===== src/rtl/bus_arbiter.sv =====
// bus_arbiter: hands the CPU bus to a single DMA/boot requester through a
// BR / BG / BGACK handshake. The arbiter does not release the bus into a
// new tenure until any CPU cycle that is in progress (AS) has finished.
// The FSM has four states: IDLE -> REQUEST -> OWN -> RELEASE -> IDLE.
// Three saturating counters bound the time spent in each state:
// the wait for a grant, the length of ownership, and the gap after release.
// All state changes on the falling edge of MCLK_IN. RUN_IN is an
// asynchronous, active-low reset.
module bus_arbiter #(
  parameter int unsigned TENURE_MAX    = 256,
  parameter int unsigned GAP_CYCLES    = 4,
  parameter int unsigned GRANT_TIMEOUT = 64
) (
  input  logic       MCLK_IN,
  input  logic       RUN_IN,
  input  logic       DMA_REQ_IN,
  input  logic       BG_IN,
  input  logic       AS_IN,
  output logic       BR,
  output logic       BGACK,
  output logic       DMA_GRANT,
  output logic       TIMEOUT_ERR,
  output logic       TENURE_EXPIRED,
  output logic [2:0] STATE_OUT
);

  localparam logic [2:0] S_IDLE    = 3'd0;
  localparam logic [2:0] S_REQUEST = 3'd1;
  localparam logic [2:0] S_OWN     = 3'd2;
  localparam logic [2:0] S_RELEASE = 3'd3;

  // Terminal counts. A counter that sits at *_LAST on an edge ends its
  // state on that edge. This gives exactly TENURE_MAX / GAP_CYCLES cycles.
  localparam logic [15:0] TEN_LAST = 16'(TENURE_MAX - 1);
  localparam logic [15:0] GAP_LAST = 16'(GAP_CYCLES - 1);
  localparam logic [15:0] TO_LIM   = 16'(GRANT_TIMEOUT);

  logic [2:0]  state, state_nxt;
  logic [15:0] wait_cnt, wait_nxt;
  logic [15:0] ten_cnt, ten_nxt;
  logic [15:0] gap_cnt, gap_nxt;
  logic        to_nxt, te_nxt;
  logic        own_q;
  logic [15:0] wait_inc;

  // Increment that holds at all-ones instead of wrapping.
  function automatic logic [15:0] sat_inc(input logic [15:0] v);
    return (v == 16'hFFFF) ? v : v + 16'd1;
  endfunction

  assign wait_inc = sat_inc(wait_cnt);

  // Next-state and counter update. In REQUEST, the priority order is:
  // withdrawal first, then grant, then timeout.
  always_comb begin
    state_nxt = state;
    wait_nxt  = wait_cnt;
    ten_nxt   = ten_cnt;
    gap_nxt   = gap_cnt;
    to_nxt    = 1'b0;
    te_nxt    = 1'b0;
    case (state)
      S_IDLE: begin
        if (DMA_REQ_IN) begin
          state_nxt = S_REQUEST;
          wait_nxt  = '0;
        end
      end
      S_REQUEST: begin
        if (!DMA_REQ_IN) begin
          state_nxt = S_RELEASE;
          gap_nxt   = '0;
        end else if (BG_IN && !AS_IN) begin
          state_nxt = S_OWN;
          ten_nxt   = '0;
        end else if (wait_inc >= TO_LIM) begin
          state_nxt = S_RELEASE;
          gap_nxt   = '0;
          wait_nxt  = wait_inc;
          to_nxt    = 1'b1;
        end else begin
          // No grant yet, or the CPU cycle is still running: keep BR up.
          wait_nxt = wait_inc;
        end
      end
      S_OWN: begin
        if (!DMA_REQ_IN) begin
          // A voluntary drop wins over expiry on the same edge, so no pulse.
          state_nxt = S_RELEASE;
          gap_nxt   = '0;
        end else if (ten_cnt >= TEN_LAST) begin
          state_nxt = S_RELEASE;
          gap_nxt   = '0;
          te_nxt    = 1'b1;
        end else begin
          ten_nxt = sat_inc(ten_cnt);
        end
      end
      S_RELEASE: begin
        // The gap runs to completion whether or not the request is held.
        if (gap_cnt >= GAP_LAST) begin
          state_nxt = S_IDLE;
        end else begin
          gap_nxt = sat_inc(gap_cnt);
        end
      end
      default: begin
        state_nxt = S_IDLE;
        wait_nxt  = '0;
        ten_nxt   = '0;
        gap_nxt   = '0;
      end
    endcase
  end

  // State, counters and pulses. Async reset drops everything at once.
  always_ff @(negedge MCLK_IN or negedge RUN_IN) begin
    if (!RUN_IN) begin
      state          <= S_IDLE;
      wait_cnt       <= '0;
      ten_cnt        <= '0;
      gap_cnt        <= '0;
      TIMEOUT_ERR    <= 1'b0;
      TENURE_EXPIRED <= 1'b0;
    end else begin
      state          <= state_nxt;
      wait_cnt       <= wait_nxt;
      ten_cnt        <= ten_nxt;
      gap_cnt        <= gap_nxt;
      TIMEOUT_ERR    <= to_nxt;
      TENURE_EXPIRED <= te_nxt;
    end
  end

  // Handshake outputs are decoded from the next state and then registered.
  // Because REQUEST and OWN are exclusive, BR and BGACK are never both high.
  always_ff @(negedge MCLK_IN or negedge RUN_IN) begin
    if (!RUN_IN) begin
      BR    <= 1'b0;
      own_q <= 1'b0;
    end else begin
      BR    <= (state_nxt == S_REQUEST);
      own_q <= (state_nxt == S_OWN);
    end
  end

  // BGACK and DMA_GRANT come from one flop, so they cannot disagree.
  assign BGACK     = own_q;
  assign DMA_GRANT = own_q;
  assign STATE_OUT = state;

endmodule

===== config.mk =====
export PLATFORM = sky130hd
export DESIGN_NAME = bus_arbiter
export DESIGN_NICKNAME = d
export VERILOG_FILES = /design/src/rtl/bus_arbiter.sv
export SDC_FILE = /design/constraint.sdc
export NUM_CORES = 1
export LEC_CHECK = 0
export ABC_AREA = 0
export CAP_MARGIN = 0
export CORE_ASPECT_RATIO = 0.6
export CORE_MARGIN = 8
export CORE_UTILIZATION = 45
export DETAILED_ROUTE_END_ITERATION = 8
export GPL_TIMING_DRIVEN = 1
export SYNTH_ARGS = -nofsm -noshare
export SYNTH_HDL_FRONTEND = slang
export SYNTH_SLANG_ARGS = --single-unit

===== constraint.sdc =====
create_clock -name MCLK_IN -period 3.1 [get_ports MCLK_IN]
set_input_delay 0.62 -clock MCLK_IN [delete_from_list [all_inputs] [get_ports MCLK_IN]]
set_output_delay 0.62 -clock MCLK_IN [all_outputs]
set_load 0.03 [all_outputs]

==> impl_metrics.yaml <==
timing:
  fin_ws_ns: -0.127
  worstMarginPinSlew_ns: 0.693
  holdWs_ns: 0.456
  rsz0062_at_grt: "true"
  slew_violations: 0
  worst_slew_margin_rel_pct: 53.3
  skew_ns: 0.00818
  finalSetupTns_ns: -0.705
  report.final.setup_viol: 18
  hold_viol_final: 0
yosys:
  muxShareOfSynthArea_pct: 3.07
  synth_top_family_by_area: "simple AND/OR/NAND/NOR gates"
  yosysWarnings: 0
  synth-compound-area-share_pct: 17.5
  synth-main-ff-cell: "dfrtn_1"
  ys_types: 47
  ys_ff_latch: 55
  syn_nets: 331
  synthCells: 323
  synthAdderAreaFrac_pct: 1.28
  synth_area_um2: 2940
  synth-edff-count: 0
  async_flop_share_pct: 100
  synthSimpleGateAreaFrac_pct: 23.4
  seq_area_frac_synth_pct: 46.9
  syn_avg_cell_area_um2: 9.09
  synth_xor_area_share_pct: 2.98
status:
  violations: "setup timing"
  outcome: "finished with violations"
setup_path:
  critPathKind: "primary input to register"
  cp.required_ns: 1.72
  cp_max_fo: 5
  end_kind: "register"
  path_cells: "buf_8 -> buf_6 -> nor2b_4 -> a31oi_4 -> o21a_4 -> nor2_4 -> and4_1 -> and3_1 -> o21a_1"
  critPathLaunchType: "primary input"
  max_stage_delay_ns: 0.21
  cp.arrival_ns: 1.85
  crit_slowest_cell: "o21a_4"
grt:
  grtUsageTotal_pct: 15.9
  grt_pass1_wl_mm: 12.3
  grt_overflow: 0
  grt_pass1_vias: 2318
  grt_max_degree: 56
  antenna_found_initial: 0
routing:
  via_per_inst: 5.60
  routedWlPerCell_um: 16.5
  dr.pass1.iters: 4
  drt-total-wl_mm: 7.35
  drt_iter0_drc: 162
  drcViolationCount: 0
  final_antenna_net_count: 0
  vias: 2491
layout:
  fin_util_pct: 59.2
  stdcell_count: 445
  postLayoutCellArea_um2: 3680
  final_cell_mix: "55 x dfrtn_1, 33 x buf_4, 31 x nor2_1"
  syn_to_final_growth_pct: 25.4
  drive_gt1_share_pct: 26.0
  fin_nets: 368
  layout_commonest_cell: "dfrtn_1"
  antenna_cells: 0
placed_design:
  port_buffers: 12
  place_area_um2: 3370
  place_ws_ns: -0.922
  globalplace.congestion: 0.874
  placed_cells_incl_taps: 430
  dp_hpwl_mm: 4.87
power:
  ir_drop_mv: 0.262
  totalPowerFinal_mw: 1.41
  p_leak_nw: 1.58
  p_per_area_nw_per_um2: 382
cts:
  clockRootBuffer: "clkbuf_8"
  h-tree-depth: 2
  clk_latency_ns: 0.31
  clockBufferDepth: 2
  cts_tree: "built"
  holdBufCountCts: 0
  cts.sinks: 55
  numCtsBuffers: 5
  clk_pin_slew_worst_paths_ns: 0.07
die:
  rows: 22
  fp.dieH_um: 78.6
  io_pins: 13
  dieWidth_um: 120
  dieArea_um2: 9450
  initial_core_util_pct: 47.2
  core-area_um2: 6220
min_path:
  hold_path.class: "register to register"
run:
  cap_violations: 0
power breakdown:
group	switching (mW)	internal, mW
combinational	0.122	0.0982
clock	0.240	0.205
sequential	0.0102	0.732
total	0.372	1.03
final timing paths:
| path | depth (start not counted) | start | slack [ns] | to |
|---|---|---|---|---|
| setup reg to reg | 7 | wait_cnt[8]$_DFFE_NN0P_ | 0.29 | gap_cnt[1]$_DFFE_NN0P_ |
| hold / removal | 1 | gap_cnt[15]$_DFFE_NN0P_ | 0.46 | gap_cnt[15]$_DFFE_NN0P_ |
| setup / recovery | 9 | DMA_REQ_IN | -0.13 | ten_cnt[14]$_DFFE_NN0P_ |
| hold reg to reg | 1 | gap_cnt[15]$_DFFE_NN0P_ | 0.46 | gap_cnt[15]$_DFFE_NN0P_ |
| max in group asynchronous | 2 | RUN_IN | 1.09 | wait_cnt[11]$_DFFE_NN0P_ |
| min in group asynchronous | 2 | RUN_IN | 1.72 | gap_cnt[8]$_DFFE_NN0P_ |
cell usage after synthesis (2+ instances only):
| cell type | count | area share [%] |
|---|---|---|
| mux2i_1 | 6 | 2.0 |
| buf_4 | 2 | 0.51 |
| and3_1 | 7 | 1.5 |
| and4_1 | 3 | 0.89 |
| xor2_1 | 5 | 1.5 |
| clkbuf_1 | 9 | 1.2 |
| ha_1 | 3 | 1.3 |
| xnor2_1 | 5 | 1.5 |
| a31oi_1 | 2 | 0.43 |
| dfrtn_1 | 55 | 47 |
| o31a_1 | 2 | 0.60 |
| nor4_1 | 10 | 2.1 |
| a21o_1 | 4 | 1.0 |
| a31o_2 | 2 | 0.60 |
| o2111ai_1 | 4 | 1.2 |
| nor2_1 | 32 | 4.1 |
| nand2_1 | 23 | 2.9 |
| o211ai_1 | 6 | 1.5 |
| nand2b_1 | 8 | 1.7 |
| o21ai_0 | 32 | 5.5 |
| nor2b_1 | 5 | 1.1 |
| mux2_4 | 2 | 1.0 |
| o21a_1 | 4 | 1.0 |
| and2_1 | 5 | 1.1 |
| buf_2 | 3 | 0.51 |
| inv_1 | 16 | 2.0 |
| nand4_1 | 13 | 2.8 |
| nor3_1 | 7 | 1.2 |
| nand3_1 | 10 | 1.7 |
| a21oi_1 | 21 | 3.6 |
critical path, delay by kind of cell:
family                 cells  cell delay [ns]
AOI/OAI and AO/OA          3             0.54
buffers and inverters      2             0.21
and+or+nand+nor            4             0.47
registers in the layout, summed over array words and instances, names as in the netlist:
| name | cells |
|---|---|
| BGACK | 1 |
| BR | 1 |
| STATE_OUT | 3 |
| TENURE_EXPIRED | 1 |
| TIMEOUT_ERR | 1 |
| gap_cnt | 16 |
| ten_cnt | 16 |
| wait_cnt | 16 |
logic make-up after synthesis:
logic type	Yosys count
fa+ha+maj	3
xor+xnor	10
simple gates	130
other cells	1
mux	8
compound gates	84
flops	55
buf+inv	32
what timing repair did:
| item | CTS | global route |
|---|---|---|
| setup endpoints to repair | 53 | 30 |
| gates resized for setup | 26 | 25 |
| cloned | 0 | 2 |
| setup buffers | 3 | 2 |
| pin swaps | 11 | 11 |
metal layers:
metal	share of wire (%)	global-route usage [%]
met1	54	24.4
met2	40	20.9
met3	4.2	4.14
met4	1.2	4.83
met5	0	0
area by class of cell:
| cell class | instances | area [um^2] |
|---|---|---|
| fillers | 551 | 2540 |
| multi-input cells | 236 | 1620 |
| flip-flops and latches | 55 | 1380 |
| repair buffers | 46 | 419 |
| well taps | 84 | 105 |
| clock buffers | 8 | 100 |
| inverters | 16 | 60.1 |
No activity file was read; power rests on OpenSTA's default activity.
